**src/rtl/ikbd_serial_pkg.sv**
```systemverilog
// Shared types and helpers for the IKBD 8N1 serial link.
// Optional internal loopback is enabled by defining IKBD_SERIAL_LOOPBACK_EN.
package ikbd_serial_pkg;

    typedef enum logic [1:0] {TX_IDLE, TX_START, TX_DATA, TX_STOP} tx_state_t;
    typedef enum logic [2:0] {RX_IDLE, RX_START, RX_DATA, RX_STOP, RX_WAIT_HIGH} rx_state_t;

    localparam logic IDLE_LEVEL = 1'b1;
    // Data bit index covers up to 8 bits per character
    localparam int BIT_IDX_W = 3;

    function automatic int ikbd_clog2(input int value);
        int r;
        r = 0;
        for (int i = 0; i < 31; i++) begin
            if ((1 << i) < value) r = i + 1;
        end
        return (r < 1) ? 1 : r;
    endfunction

endpackage

```
**src/rtl/ikbd_serial_fifo.sv**
```systemverilog
// Synchronous RX FIFO with registered head, occupancy level and overrun pulse.
module ikbd_serial_fifo import ikbd_serial_pkg::*; #(
    parameter int DEPTH = 8,
    parameter int W     = 8
) (
    input  logic                        clk,
    input  logic                        res,
    input  logic                        i_push,
    input  logic [W-1:0]                i_push_data,
    input  logic                        i_pop,
    output logic [W-1:0]                o_head,
    output logic                        o_empty,
    output logic [ikbd_clog2(DEPTH):0]  o_level,
    output logic                        o_overrun
);

    localparam int AW = ikbd_clog2(DEPTH);
    localparam int LW = AW + 1;

    logic [W-1:0]  r_mem [DEPTH];
    logic [AW-1:0] r_wr_ptr;
    logic [AW-1:0] r_rd_ptr;
    logic [LW-1:0] r_level;
    logic [W-1:0]  r_head;
    logic          r_overrun;

    logic          w_full;
    logic          w_push;
    logic          w_pop;
    logic [AW-1:0] w_rd_next;
    logic [LW-1:0] w_level_next;

    assign o_empty      = (r_level == '0);
    assign w_full       = (r_level == LW'(DEPTH));
    assign w_pop        = i_pop && !o_empty;
    // A pop in the same cycle frees the slot, so a full FIFO still accepts
    assign w_push       = i_push && (!w_full || w_pop);
    assign w_rd_next    = w_pop ? r_rd_ptr + 1'b1 : r_rd_ptr;
    assign w_level_next = r_level + LW'(w_push) - LW'(w_pop);

    always_ff @(posedge clk) begin
        if (w_push) r_mem[r_wr_ptr] <= i_push_data;
    end

    always_ff @(posedge clk or posedge res) begin
        if (res) begin
            r_wr_ptr  <= '0;
            r_rd_ptr  <= '0;
            r_level   <= '0;
            r_head    <= '0;
            r_overrun <= 1'b0;
        end else begin
            if (w_push) r_wr_ptr <= r_wr_ptr + 1'b1;
            r_rd_ptr  <= w_rd_next;
            r_level   <= w_level_next;
            r_overrun <= i_push && w_full && !w_pop;
            // Head bypasses the array when the new head is the slot being written
            if (w_level_next != '0) begin
                if (w_push && (r_wr_ptr == w_rd_next)) r_head <= i_push_data;
                else                                   r_head <= r_mem[w_rd_next];
            end
        end
    end

    assign o_head    = r_head;
    assign o_level   = r_level;
    assign o_overrun = r_overrun;

endmodule

```
**src/rtl/ikbd_serial_link.sv**
```systemverilog
// 8N1 serial transceiver between the IKBD core and the host ACIA model.
// Define IKBD_SERIAL_LOOPBACK_EN to add the 'loopback' port (RX fed from internal TX bit).
module ikbd_serial_link import ikbd_serial_pkg::*; #(
    parameter int BAUD_DIV   = 256,
    parameter int FIFO_DEPTH = 8,
    parameter int DATA_W     = 8
) (
    input  logic                             clk,
    input  logic                             res,
`ifdef IKBD_SERIAL_LOOPBACK_EN
    input  logic                             loopback,
`endif
    input  logic [DATA_W-1:0]                tx_data,
    input  logic                             tx_valid,
    output logic                             tx_ready,
    output logic                             txd,
    input  logic                             rxd,
    output logic [DATA_W-1:0]                rx_data,
    output logic                             rx_valid,
    input  logic                             rx_ready,
    output logic [ikbd_clog2(FIFO_DEPTH):0]  rx_level,
    output logic                             rx_frame_err,
    output logic                             rx_overrun
);

    localparam int             DIV_W    = ikbd_clog2(BAUD_DIV);
    localparam logic [DIV_W-1:0] CNT_FULL = DIV_W'(BAUD_DIV - 1);
    localparam logic [DIV_W-1:0] CNT_HALF = DIV_W'(BAUD_DIV / 2 - 1);
    localparam logic [BIT_IDX_W-1:0] LAST_IDX = BIT_IDX_W'(DATA_W - 1);

    logic w_loopback;
`ifdef IKBD_SERIAL_LOOPBACK_EN
    assign w_loopback = loopback;
`else
    assign w_loopback = 1'b0;
`endif

    // ---------------- transmitter ----------------
    tx_state_t              r_tx_state;
    logic [DIV_W-1:0]       r_tx_cnt;
    logic [BIT_IDX_W-1:0]   r_tx_idx;
    logic [DATA_W-1:0]      r_tx_shift;
    logic                   r_tx_bit;
    logic                   r_tx_ready;
    logic                   w_tx_bit_end;

    assign w_tx_bit_end = (r_tx_cnt == CNT_FULL);

    always_ff @(posedge clk or posedge res) begin
        if (res) begin
            r_tx_state <= TX_IDLE;
            r_tx_cnt   <= '0;
            r_tx_idx   <= '0;
            r_tx_shift <= '0;
            r_tx_bit   <= IDLE_LEVEL;
            r_tx_ready <= 1'b1;
        end else begin
            r_tx_cnt <= (r_tx_state == TX_IDLE || w_tx_bit_end) ? '0 : r_tx_cnt + 1'b1;
            case (r_tx_state)
                TX_IDLE: if (tx_valid) begin
                    r_tx_state <= TX_START;
                    r_tx_shift <= tx_data;
                    r_tx_bit   <= 1'b0;
                    r_tx_ready <= 1'b0;
                end
                TX_START: if (w_tx_bit_end) begin
                    r_tx_state <= TX_DATA;
                    r_tx_idx   <= '0;
                    r_tx_bit   <= r_tx_shift[0];
                    r_tx_shift <= r_tx_shift >> 1;
                end
                TX_DATA: if (w_tx_bit_end) begin
                    if (r_tx_idx == LAST_IDX) begin
                        r_tx_state <= TX_STOP;
                        r_tx_bit   <= IDLE_LEVEL;
                    end else begin
                        r_tx_idx   <= r_tx_idx + 1'b1;
                        r_tx_bit   <= r_tx_shift[0];
                        r_tx_shift <= r_tx_shift >> 1;
                    end
                end
                TX_STOP: if (w_tx_bit_end) begin
                    r_tx_state <= TX_IDLE;
                    r_tx_ready <= 1'b1;
                end
                default: r_tx_state <= TX_IDLE;
            endcase
        end
    end

    assign tx_ready = r_tx_ready;
    assign txd      = w_loopback ? IDLE_LEVEL : r_tx_bit;

    // ---------------- receiver ----------------
    rx_state_t              r_rx_state;
    logic                   r_sync1;
    logic                   r_sync2;
    logic                   r_rx_prev;
    logic [DIV_W-1:0]       r_rx_cnt;
    logic [BIT_IDX_W-1:0]   r_rx_idx;
    logic [DATA_W-1:0]      r_rx_shift;
    logic                   r_frame_err;
    logic                   w_rx_line;
    logic                   w_rx_push;
    logic                   w_fifo_empty;

    // Loopback taps the internal TX bit directly, so no synchroniser is needed
    assign w_rx_line = w_loopback ? r_tx_bit : r_sync2;
    assign w_rx_push = (r_rx_state == RX_STOP) && (r_rx_cnt == CNT_FULL) && w_rx_line;

    always_ff @(posedge clk or posedge res) begin
        if (res) begin
            r_sync1     <= IDLE_LEVEL;
            r_sync2     <= IDLE_LEVEL;
            r_rx_prev   <= IDLE_LEVEL;
            r_rx_state  <= RX_IDLE;
            r_rx_cnt    <= '0;
            r_rx_idx    <= '0;
            r_rx_shift  <= '0;
            r_frame_err <= 1'b0;
        end else begin
            r_sync1     <= rxd;
            r_sync2     <= r_sync1;
            r_rx_prev   <= w_rx_line;
            r_frame_err <= 1'b0;
            case (r_rx_state)
                RX_IDLE: if (r_rx_prev && !w_rx_line) begin
                    r_rx_state <= RX_START;
                    r_rx_cnt   <= '0;
                end
                RX_START: begin
                    if (r_rx_cnt == CNT_HALF) begin
                        r_rx_cnt   <= '0;
                        r_rx_idx   <= '0;
                        r_rx_state <= w_rx_line ? RX_IDLE : RX_DATA;
                    end else begin
                        r_rx_cnt <= r_rx_cnt + 1'b1;
                    end
                end
                RX_DATA: begin
                    if (r_rx_cnt == CNT_FULL) begin
                        r_rx_cnt   <= '0;
                        r_rx_shift <= {w_rx_line, r_rx_shift[DATA_W-1:1]};
                        if (r_rx_idx == LAST_IDX) r_rx_state <= RX_STOP;
                        else                      r_rx_idx   <= r_rx_idx + 1'b1;
                    end else begin
                        r_rx_cnt <= r_rx_cnt + 1'b1;
                    end
                end
                RX_STOP: begin
                    if (r_rx_cnt == CNT_FULL) begin
                        r_rx_cnt <= '0;
                        if (w_rx_line) begin
                            r_rx_state <= RX_IDLE;
                        end else begin
                            r_rx_state  <= RX_WAIT_HIGH;
                            r_frame_err <= 1'b1;
                        end
                    end else begin
                        r_rx_cnt <= r_rx_cnt + 1'b1;
                    end
                end
                // A break holds the line low; wait for it to recover before hunting
                RX_WAIT_HIGH: if (w_rx_line) r_rx_state <= RX_IDLE;
                default: r_rx_state <= RX_IDLE;
            endcase
        end
    end

    ikbd_serial_fifo #(
        .DEPTH (FIFO_DEPTH),
        .W     (DATA_W)
    ) u_rx_fifo (
        .clk         (clk),
        .res         (res),
        .i_push      (w_rx_push),
        .i_push_data (r_rx_shift),
        .i_pop       (rx_ready),
        .o_head      (rx_data),
        .o_empty     (w_fifo_empty),
        .o_level     (rx_level),
        .o_overrun   (rx_overrun)
    );

    assign rx_valid     = !w_fifo_empty;
    assign rx_frame_err = r_frame_err;

endmodule
```
**config.mk**
```make
export PLATFORM = sky130hd
export DESIGN_NAME = ikbd_serial_link
export DESIGN_NICKNAME = d
export VERILOG_FILES = /design/src/rtl/ikbd_serial_pkg.sv /design/src/rtl/ikbd_serial_fifo.sv /design/src/rtl/ikbd_serial_link.sv
export SDC_FILE = /design/constraint.sdc
export NUM_CORES = 1
export LEC_CHECK = 0
export CORE_ASPECT_RATIO = 1.25
export CORE_MARGIN = 1.5
export CORE_UTILIZATION = 45
export CTS_BUF_LIST = sky130_fd_sc_hd__clkbuf_4
export CTS_CLUSTER_SIZE = 12
export DETAILED_ROUTE_END_ITERATION = 6
export SLEW_MARGIN = 20
export SYNTH_ARGS = -nofsm -noshare
export SYNTH_HDL_FRONTEND = slang
export SYNTH_SLANG_ARGS = --single-unit
```
**constraint.sdc**
```tcl
create_clock -name clk -period 4.25 [get_ports clk]
set_input_delay 0.6375 -clock clk [delete_from_list [all_inputs] [get_ports clk]]
set_output_delay 0.6375 -clock clk [all_outputs]
set_load 0.005 [all_outputs]
```
# Word level (Yosys, flattened, before mapping)
# Memories as Yosys holds them, arrays and structs flattened. A register that Yosys moved wholly into a read port is not among the register bits.
# Index checks and enable logic that the tools add are counted.
dict set report classes {
  n_addsub 8
  multipliers 0
  n_div 0
  order_cmp 0
  n_eq_ne 26
  n_shift 0
  muxes 46
  bitwise 0
  n_reduce_logical 32
}
# op count
set ops {}
lappend ops {{8-bit two-way mux} 8}
lappend ops {{8-bit case mux with 3 select lines} 2}
lappend ops {{3-bit two-way mux} 14}
lappend ops {{2-bit != test (second input constant)} 12}
lappend ops {{8-bit by 1-bit adder with 8-bit output (second input constant)} 2}
lappend ops {{8-bit == test (second input constant)} 2}
lappend ops {{3-bit case mux with 5 select lines} 1}
lappend ops {{3-bit by 1-bit adder with 3-bit output (second input constant)} 4}
lappend ops {{2-bit two-way mux} 6}
lappend ops {{3-bit case mux with 2 select lines} 2}
lappend ops {{4-bit AND reduction} 3}
lappend ops {{1-bit two-way mux} 10}
lappend ops {{5-bit AND reduction} 2}
lappend ops {{3-bit == test (second input constant)} 3}
lappend ops {{8-bit by 7-bit == test with 1-bit output (second input constant)} 1}
lappend ops {{2-bit case mux with 4 select lines} 1}
lappend ops {{1-bit logical AND} 7}
lappend ops {{3-bit by 2-bit == test with 1-bit output (second input constant)} 2}
lappend ops {{6-bit AND reduction} 1}
lappend ops {{2-bit nonzero test} 3}
lappend ops {{3-bit nonzero test} 2}
lappend ops {{4-bit by 1-bit adder with 4-bit output} 1}
lappend ops {{2-bit == test (second input constant)} 2}
lappend ops {{4-bit == test (second input constant)} 1}
lappend ops {{15 further kinds} 20}
dict set report word_totals {
  reg_bits 60
  latchBits 0
  mem_bits_rw 64
  rom_bits 0
  word_cells 131
  mem_count 1
}
# name depth width rd rd_clocked_by_memory_dff wr line
set mem_list {}
lappend mem_list {u_rx_fifo.r_mem 8 8 1 1 1 ikbd_serial_fifo.sv:20} ;# logic [W-1:0] r_mem [DEPTH];

# Longest topological paths before layout
# Gate-level depths: netlist of run 1.
dict set report logic_depth {
  depth_word 8
  depth_mapped 16
}

# Hierarchy
# Synthesis of run 1 repeated with hierarchy kept, for this count alone.
dict set report hier_totals {
  cells_unflattened 547
  hier_area_um2 6718.9
}
# mod n_inst cells_each area_per_inst_um2
set by_module_without_submodules {}
lappend by_module_without_submodules {ikbd_serial_fifo 1 323 4209.0}
lappend by_module_without_submodules {ikbd_serial_link 1 224 2509.9}

# Worst setup path after synthesis of run 1
# Ideal clock, no wire load.
dict set report synth_path {
  path_type {register to register}
  startpoint {register u_rx_fifo.r_level[2] (netlist: u_rx_fifo.o_level[2])}
  endpoint {register u_rx_fifo.r_head[0] (netlist: u_rx_fifo.o_head[0]), read port of u_rx_fifo.r_mem}
  arrival_time_ns 3.703
  t_required_ns 4.156
  slack_ns 0.453
  stages_incl_launch_ff 17
  path_buffers 3
  period_less_slack_ns 3.797
  cell_sequence {dfrtp_1 inv_1 ha_1 or3b_4 and2_2 buf_4 buf_4 ha_1 inv_1 ha_1 fa_1 xor2_1 nor4b_1 mux2i_1 dlygate4sd1_1 o21a_4 a221oi_2}
}
dict set report synth_between {
  elab_chain_cells 8
  elab_cells_between_ends 11
  classes_between {add/sub: 2; eq/ne: 1; mux: 1; reduce/logical: 7}
}
# element line
set synth_rtl {}
lappend synth_rtl {{from (decl)} ikbd_serial_fifo.sv:23} ;# logic [LW-1:0] r_level;
lappend synth_rtl {{from (signal assigned)} ikbd_serial_fifo.sv:55} ;# r_level <= w_level_next;
lappend synth_rtl {{4-bit logical NOT (*)} ikbd_serial_fifo.sv:33} ;# assign o_empty = (r_level == '0);
lappend synth_rtl {{1-bit logical NOT (*)} -}
lappend synth_rtl {{via rx_valid} ikbd_serial_link.sv:19} ;# output logic rx_valid,
lappend synth_rtl {{1-bit logical AND (*)} ikbd_serial_fifo.sv:35} ;# assign w_pop = i_pop && !o_empty;
lappend synth_rtl {{1-bit logical OR} ikbd_serial_fifo.sv:37} ;# assign w_push = i_push && (!w_full || w_pop);
lappend synth_rtl {{1-bit logical AND} ikbd_serial_fifo.sv:37}
lappend synth_rtl {{4-bit by 1-bit adder with 4-bit output} ikbd_serial_fifo.sv:39} ;# assign w_level_next = r_level + LW'(w_push) - LW'(w_pop);
lappend synth_rtl {{4-bit by 1-bit subtractor with 4-bit output (*)} ikbd_serial_fifo.sv:39}
lappend synth_rtl {{via u_rx_fifo.w_level_next[2]} ikbd_serial_fifo.sv:31} ;# logic [LW-1:0] w_level_next;
lappend synth_rtl {{4-bit nonzero test (*)} ikbd_serial_fifo.sv:58} ;# if (w_level_next != '0) begin
lappend synth_rtl {{to (decl)} ikbd_serial_fifo.sv:24} ;# logic [W-1:0] r_head;
# The timed path passes the listed nets; every way through them passes the cells marked *.
# A chain may end at the register's enable or synchronous reset.

# Worst setup path after layout of run 1
dict set report layout_path {
  startpoint {register r_rx_cnt[0]}
  endpoint {register u_rx_fifo.r_head[3] (netlist: u_rx_fifo.o_head[3]), read port of u_rx_fifo.r_mem}
}
dict set report layout_between {
  elab_chain_cells 7
}
# element line
set layout_rtl {}
lappend layout_rtl {{from (decl)} ikbd_serial_link.sv:99} ;# logic [DIV_W-1:0] r_rx_cnt;
lappend layout_rtl {{from (signal assigned)} ikbd_serial_link.sv:137} ;# r_rx_cnt <= r_rx_cnt + 1'b1;
lappend layout_rtl {{from (signal assigned)} ikbd_serial_link.sv:147} ;# r_rx_cnt <= r_rx_cnt + 1'b1;
lappend layout_rtl {{from (signal assigned)} ikbd_serial_link.sv:160} ;# r_rx_cnt <= r_rx_cnt + 1'b1;
lappend layout_rtl {{8-bit == test} ikbd_serial_link.sv:109} ;# assign w_rx_push = (r_rx_state == RX_STOP) && (r_rx_cnt == CNT_FULL) && w_rx_line;
lappend layout_rtl {{1-bit logical AND (2 in series)} ikbd_serial_link.sv:109}
lappend layout_rtl {{1-bit logical AND} ikbd_serial_fifo.sv:37}
lappend layout_rtl {{via u_rx_fifo.w_push} ikbd_serial_fifo.sv:28} ;# logic w_push;
lappend layout_rtl {{4-bit by 1-bit adder with 4-bit output} ikbd_serial_fifo.sv:39}
lappend layout_rtl {{4-bit by 1-bit subtractor with 4-bit output} ikbd_serial_fifo.sv:39}
lappend layout_rtl {{via u_rx_fifo.w_level_next[1]} ikbd_serial_fifo.sv:31}
lappend layout_rtl {{4-bit nonzero test} ikbd_serial_fifo.sv:58}
# The timed path passes the listed nets, and every way through them passes these cells.

==> results of run 1 <==
-- final cells by class --
| class | count | area share, % |
|---|---|---|
| clock inverters | 15 | 1.87 |
| clock buffers | 17 | 1.74 |
| diodes | 1 | 0.0341 |
| inverters | 24 | 1.24 |
| repair buffers | 45 | 5.58 |
| multi-input cells | 293 | 37.1 |
| flip-flops and latches | 132 | 49.4 |
| well taps | 178 | 3.03 |
-- kinds of logic (layout without fill, tap and decap cells) --
logic type | Yosys count | count (layout) | share of synthesized area (%)
AND/OR/NAND/NOR | 118 | 118 | 9.42
XOR/XNOR | 14 | 14 | 1.87
adder cells (fa/ha/maj) | 20 | 20 | 3.93
other | 0 | 1 | 0
buffers and inverters | 48 | 101 | 3.38
AO/OA/AOI/OAI | 59 | 59 | 6.91
multiplexers | 82 | 82 | 19.2
flip-flops | 132 | 132 | 55.3
-- sequential cells by signal, summed over array words and instances, names as in the netlist, 2 cells and up --
register and flops:
r_tx_shift 8, r_tx_idx 3, u_rx_fifo.r_wr_ptr 3, u_rx_fifo.r_rd_ptr 3
r_rx_cnt 8, u_rx_fifo.o_head 8, r_tx_cnt 8, r_rx_idx 3
u_rx_fifo.r_mem 64, r_tx_state 2, r_rx_shift 8, u_rx_fifo.o_level 4
r_rx_state 3
-- cell usage in the layout, fill, tap and decap left out, drive strengths merged, types with 3 or more instances in the layout --
master	instances
clkinv	6
edfxtp	64
nor4b	4
a21oi	11
buf	16
clkbuf	17
nor2	24
nor3	12
a21o	3
ha	19
mux2	28
a221oi	8
inv	31
nor3b	7
dfrtp	63
dfstp	5
a22o	3
xor2	9
xnor2	5
nand3	11
nand2b	6
nor4	3
clkdlybuf4s50	29
mux2i	22
nand2	35
o21ai	20
mux4	32
-- through the flow --
stage	power [mW]	worst slack, ps	area [um2]	util, %	cells
2_1_floorplan	2.19	453	6560	-	473
3_3_place_gp	2.45	468	7080	49.3	672
3_5_place_dp	2.47	345	7080	49.3	672
4_1_cts	3.26	503	7340	51.2	704
5_1_grt	3.38	99.5	7350	51.2	705
6_report	3.21	487	7350	51.2	705
-- metal layers --
metal,global-route usage (%),up-vias
met5,0,-
li1,-,1864
met1,23.1,2029
met3,3.80,10
met2,30.8,65
met4,6.13,0
-- worst paths after layout --
path	slack, ps	end	cells after the start	startpoint
worst max-delay path	490	u_rx_fifo.o_head[3]	12	r_rx_cnt[0]
worst min-delay path	370	r_sync2	0	r_sync1
worst max register to register	490	u_rx_fifo.o_head[3]	12	r_rx_cnt[0]
worst min register to register	370	r_sync2	0	r_sync1
max in group asynchronous	2990	u_rx_fifo.o_level[1]	3	res
min in group asynchronous	540	u_rx_fifo.o_level[3]	2	res
-- report_power, final --
part           internal, mW  leakage [nW]  switching (mW)
Clock                 0.257         0.143           0.523
Sequential             1.39          1.62          0.0503
Combinational         0.450          1.20           0.538
==> qor.txt, run 1 <==
Crit start category -> register
Number of fill cells -> 1251
Met3 WL -> 325 um
Root buffer cell -> clkbuf_4
Clk_lat worst skew -> 540 ps
Yosys synthesis warning count -> 0
Final WL -> 12900 um
Met2 Wirelength -> 6600 um
Initial Utilization -> 45.7%
Initial antenna violation count -> 1
Slowest stage cell on the critical path -> nor4_1
Post-CTS setup buffer count -> 0
Synth area leader -> edfxtp_1
Asr flop ratio synth -> 51.5%
Hold-fix buffers, CTS -> 0
Area contributors post-synth -> edfxtp_1, dfrtp_1, mux4_2
Post-synthesis instance total -> 473
Die Area -> 0.0153 mm2
Vias per cell -> 5.63
CP peak stage delay -> 480 ps
Global-route wire length before repair -> 20700 um
Longest Clk Path Bufs -> 2
Final period util -> 88.5%
Synthesized area -> 0.00656 mm2
Top Layer Used -> met4
Syn Area/Cell -> 13.9 um2
Top-area cell type share of the netlist area -> 29.3%
Final Skew -> 21.6 ps
Pin count of the biggest net entering global routing -> 48
Cts bufs inserted -> 17
Crit Path Max Fanout -> 11
VDD IR max -> 0.306 mV
Max Cap Violations -> 0
Die Span X -> 111 um
Pwr dens -> 437 mW/mm2
Global route overflow -> 0
Fin crit period -> 3760 ps
Synth unique cells -> 55
Cts repair resizes -> 0
Detailed placement HPWL -> 8740 um
CTS tree -> yes
GPL Wtd Cong -> 0.804
Worst path bufs/invs -> 2
Worst path cell trace -> ha_1 -> nand3_1 -> nor4_1 -> nand3_1 -> inv_1 -> ha_1 -> fa_1 -> nor4b_1 -> mux2i_1 -> buf_4 -> nor3b_4 -> a221oi_2
Total GRT Usage -> 18.0%
Register area share after synthesis -> 55.3%
Leak pwr -> 2.96 nW
Area Growth Syn to Fin -> 12.0%
Most frequent cell after synthesis -> edfxtp_1
Setup violators final -> 0
# clock sinks -> 132
Post-route setup TNS -> 0 ps
Port bufs -> 29
M1 WL -> 5810 um
CP Data Required Time -> 4710 ps
H-tree levels -> 4
Vias in the first global route -> 3945
Fin. Hold Viols -> 0
Hold Path Class -> register to register
Fmax -> 266 MHz
CP endpoint kind -> register
Synth Flop Type -> edfxtp_1
Ports -> 30
Post-synth EDFFs -> 64
FP Rows -> 49
DRT Pass-1 Iters -> 6
Share of layout cells above drive strength 1 -> 25.9%
Nets -> 546
Worst rel slew slack -> 44.9%
Status -> finished clean
Post-DR wirelength/cell -> 18.3 um
ANT nets after route -> 0
Storage element area -> 0.00363 mm2
Final slew viol count -> 0
Multi-input gate area -> 0.00273 mm2
DR vias -> 3968
Reg clk slew, reported paths -> 130 ps
Area of the core -> 0.0143 mm2
CP top delay family -> simple AND/OR/NAND/NOR gates
Tightest Pin Transition -> 826 ps
DRC -> 0
CP Class -> register to register
Final hold slack -> 368 ps
Most instantiated cells after synthesis -> edfxtp_1, dfrtp_1, nand2_1, mux4_2, mux2_2
RSZ-0062 raised after global routing -> no
Worst EP arrival -> 4220 ps
#FFs+latches synth -> 132
Syn Nets -> 506
Die height -> 138 um
Initial DRC count -> 232
Note: power is estimated with default switching activity, not from simulation.
==> run 2, diff against run 1 <==
--- a/config.mk
+++ b/config.mk
@@ -11,6 +11,7 @@
 export CTS_BUF_LIST = sky130_fd_sc_hd__clkbuf_4
 export CTS_CLUSTER_SIZE = 12
 export DETAILED_ROUTE_END_ITERATION = 6
+export PLACE_DENSITY_LB_ADDON = 0.25
 export SLEW_MARGIN = 20
 export SYNTH_ARGS = -nofsm -noshare
 export SYNTH_HDL_FRONTEND = slang
==> qor.txt, run 2 (synthesized netlist as in run 1, its figures left out) <==
Status -> finished clean
Clk_lat worst skew -> 510 ps
Global-route met1 utilization -> 23.1%
Final Skew -> 20.7 ps
Leak pwr -> 2.96 nW
Area of the core -> 0.0143 mm2
Fin crit period -> 3700 ps
Fmax -> 270 MHz
ANT nets after route -> 0
Die height -> 138 um
Tightest Pin Transition -> 851 ps
Final slew viol count -> 0
Hold path depth -> 0
Root buffer cell -> clkbuf_4
Reg clk slew, reported paths -> 100 ps
Worst R2R Path Depth -> 14
Hold-fix buffers, CTS -> 0
CP endpoint kind -> register
Global route overflow -> 0
Dpl cells -> 671
Flop pwr share -> 44.6%
Net Sw Frac -> 31.7%
Die Span X -> 111 um
Post-DR wirelength/cell -> 18.1 um
Combinational share of power -> 30.7%
Most flops, register -> u_rx_fifo.r_mem
Hold Path Class -> register to register
Max Cap Violations -> 0
Design area -> 0.00734 mm2
Initial DRC count -> 191
Initial antenna violation count -> 1
Vias per cell -> 5.59
Final WL -> 12700 um
Fin cells -> 704
H-tree levels -> 4
Port bufs -> 29
Post-CTS setup buffer count -> 0
Fin. Hold Viols -> 0
Post-route setup TNS -> 0 ps
Worst rel slew slack -> 43.2%
CP Data Required Time -> 4620 ps
Crit Path Max Fanout -> 11
Final period util -> 87.0%
Share of layout cells above drive strength 1 -> 25.5%
Clk network pwr share -> 24.7%
Setup violators final -> 0
Total GRT Usage -> 18.2%
Vias in the first global route -> 4029
CP Class -> register to register
Pwr dens -> 439 mW/mm2
Net Switching -> 1.02 mW
DRC -> 0
Commonest non-fill, non-tap cell in the layout -> edfxtp_1
GPL Wtd Cong -> 0.777
Max reg flops -> 64
Area Growth Syn to Fin -> 11.9%
Global-route wire length before repair -> 21100 um
Crit start category -> register
FP Rows -> 49
Detailed placement HPWL -> 8700 um
# clock sinks -> 132
DRT Pass-1 Iters -> 4
RSZ-0062 raised after global routing -> no
Commonest non-fill, non-tap cells in the layout -> edfxtp_1, dfrtp_1, nand2_1, mux4_2, clkdlybuf4s50_1
Cts bufs inserted -> 17
Longest Clk Path Bufs -> 2
Final Core Density -> 51.2%
M3 GR Usage -> 4.81%
Die Area -> 0.0153 mm2
Pin count of the biggest net entering global routing -> 49
Ports -> 30
Grt met2 use -> 30.8%
Internal power -> 2.20 mW
Number of fill cells -> 1265
Cell Area, Placed -> 0.00707 mm2
DR vias -> 3935
Worst EP arrival -> 4070 ps
Nets -> 545
Most Used Layer, Global Route -> met2
Cts repair resizes -> 0
VDD IR max -> 0.305 mV
Initial Utilization -> 45.7%
CTS tree -> yes
## run 2: changes by cell type in the layout (fill, tap and decap cells not counted), moves of 3 or more
cell	delta
clkbuf_4	+3
clkinv_2	+5
clkinv_4	-3
inv_6	-3
inv_8	-5
## run 2: final timing paths
check	from	endpoint	slack, ps
worst max-delay path	u_rx_fifo.o_level[2]	u_rx_fifo.o_head[6]	550
worst min-delay path	r_sync1	r_sync2	360
worst max register to register	u_rx_fifo.o_level[2]	u_rx_fifo.o_head[6]	550
worst min register to register	r_sync1	r_sync2	360
max in group asynchronous	res	r_sync2	2830
min in group asynchronous	res	r_rx_cnt[1]	580
## run 2: area by class of cell
| class | instances | area, um2 | area share (%) |
|---|---|---|---|
| sequential | 132 | 3630 | 49.5 |
| antenna | 1 | 2.50 | 0.0341 |
| inverter | 24 | 91.3 | 1.24 |
| multi-input combinational | 293 | 2730 | 37.1 |
| clock buffer | 20 | 150 | 2.05 |
| clock inverter | 12 | 114 | 1.55 |
| timing repair buffer | 44 | 403 | 5.49 |
| tap | 178 | 223 | 3.03 |
## run 2: per-stage QoR
stage                     power [mW]  setup WS [ps]  hold slack, ps
after floorplan                 2.19            453             345
after global placement          2.44            431             347
after detailed placement        2.47            266             349
after CTS                       3.28            523             365
after global routing            3.41            250             372
final                           3.22            551             362
## run 2: worst max-delay path: stages (launching register included)
cell      delay [ps]
dfrtp_1          410
inv_1            110
ha_1             190
or3b_4           430
and2_2           220
ha_1             270
inv_1             40
ha_1             200
fa_1             380
xor2_1           260
nor4b_1           90
mux2i_1          170
buf_4            210
nor3b_4          480
a221oi_2         140
## run 2: metal layers
layer,vias to the layer above,wire [um]
li1,1867,-
met1,2002,5790
met2,56,6390
met3,10,431
met4,0,136
met5,-,0
## run 2: power groups by stage
| stage | clock network, mW | registers, mW | logic (mW) |
|---|---|---|---|
| detailed placement | 0 | 1.46 | 1.01 |
| finish | 0.795 | 1.44 | 0.989 |
| CTS | 0.827 | 1.44 | 1.01 |
| global placement | 0 | 1.46 | 0.979 |
| floorplan | 0 | 1.45 | 0.741 |
| global route | 0.879 | 1.45 | 1.08 |
==> run 3, diff against run 2 <==
--- a/config.mk
+++ b/config.mk
@@ -9,6 +9,7 @@
 export CORE_MARGIN = 1.5
 export CORE_UTILIZATION = 45
 export CTS_BUF_LIST = sky130_fd_sc_hd__clkbuf_4
+export CTS_CLUSTER_DIAMETER = 120
 export CTS_CLUSTER_SIZE = 12
 export DETAILED_ROUTE_END_ITERATION = 6
 export PLACE_DENSITY_LB_ADDON = 0.25
==> results of run 3 <==
No change in the layout: final DEF, timing and power equal those of run 2.
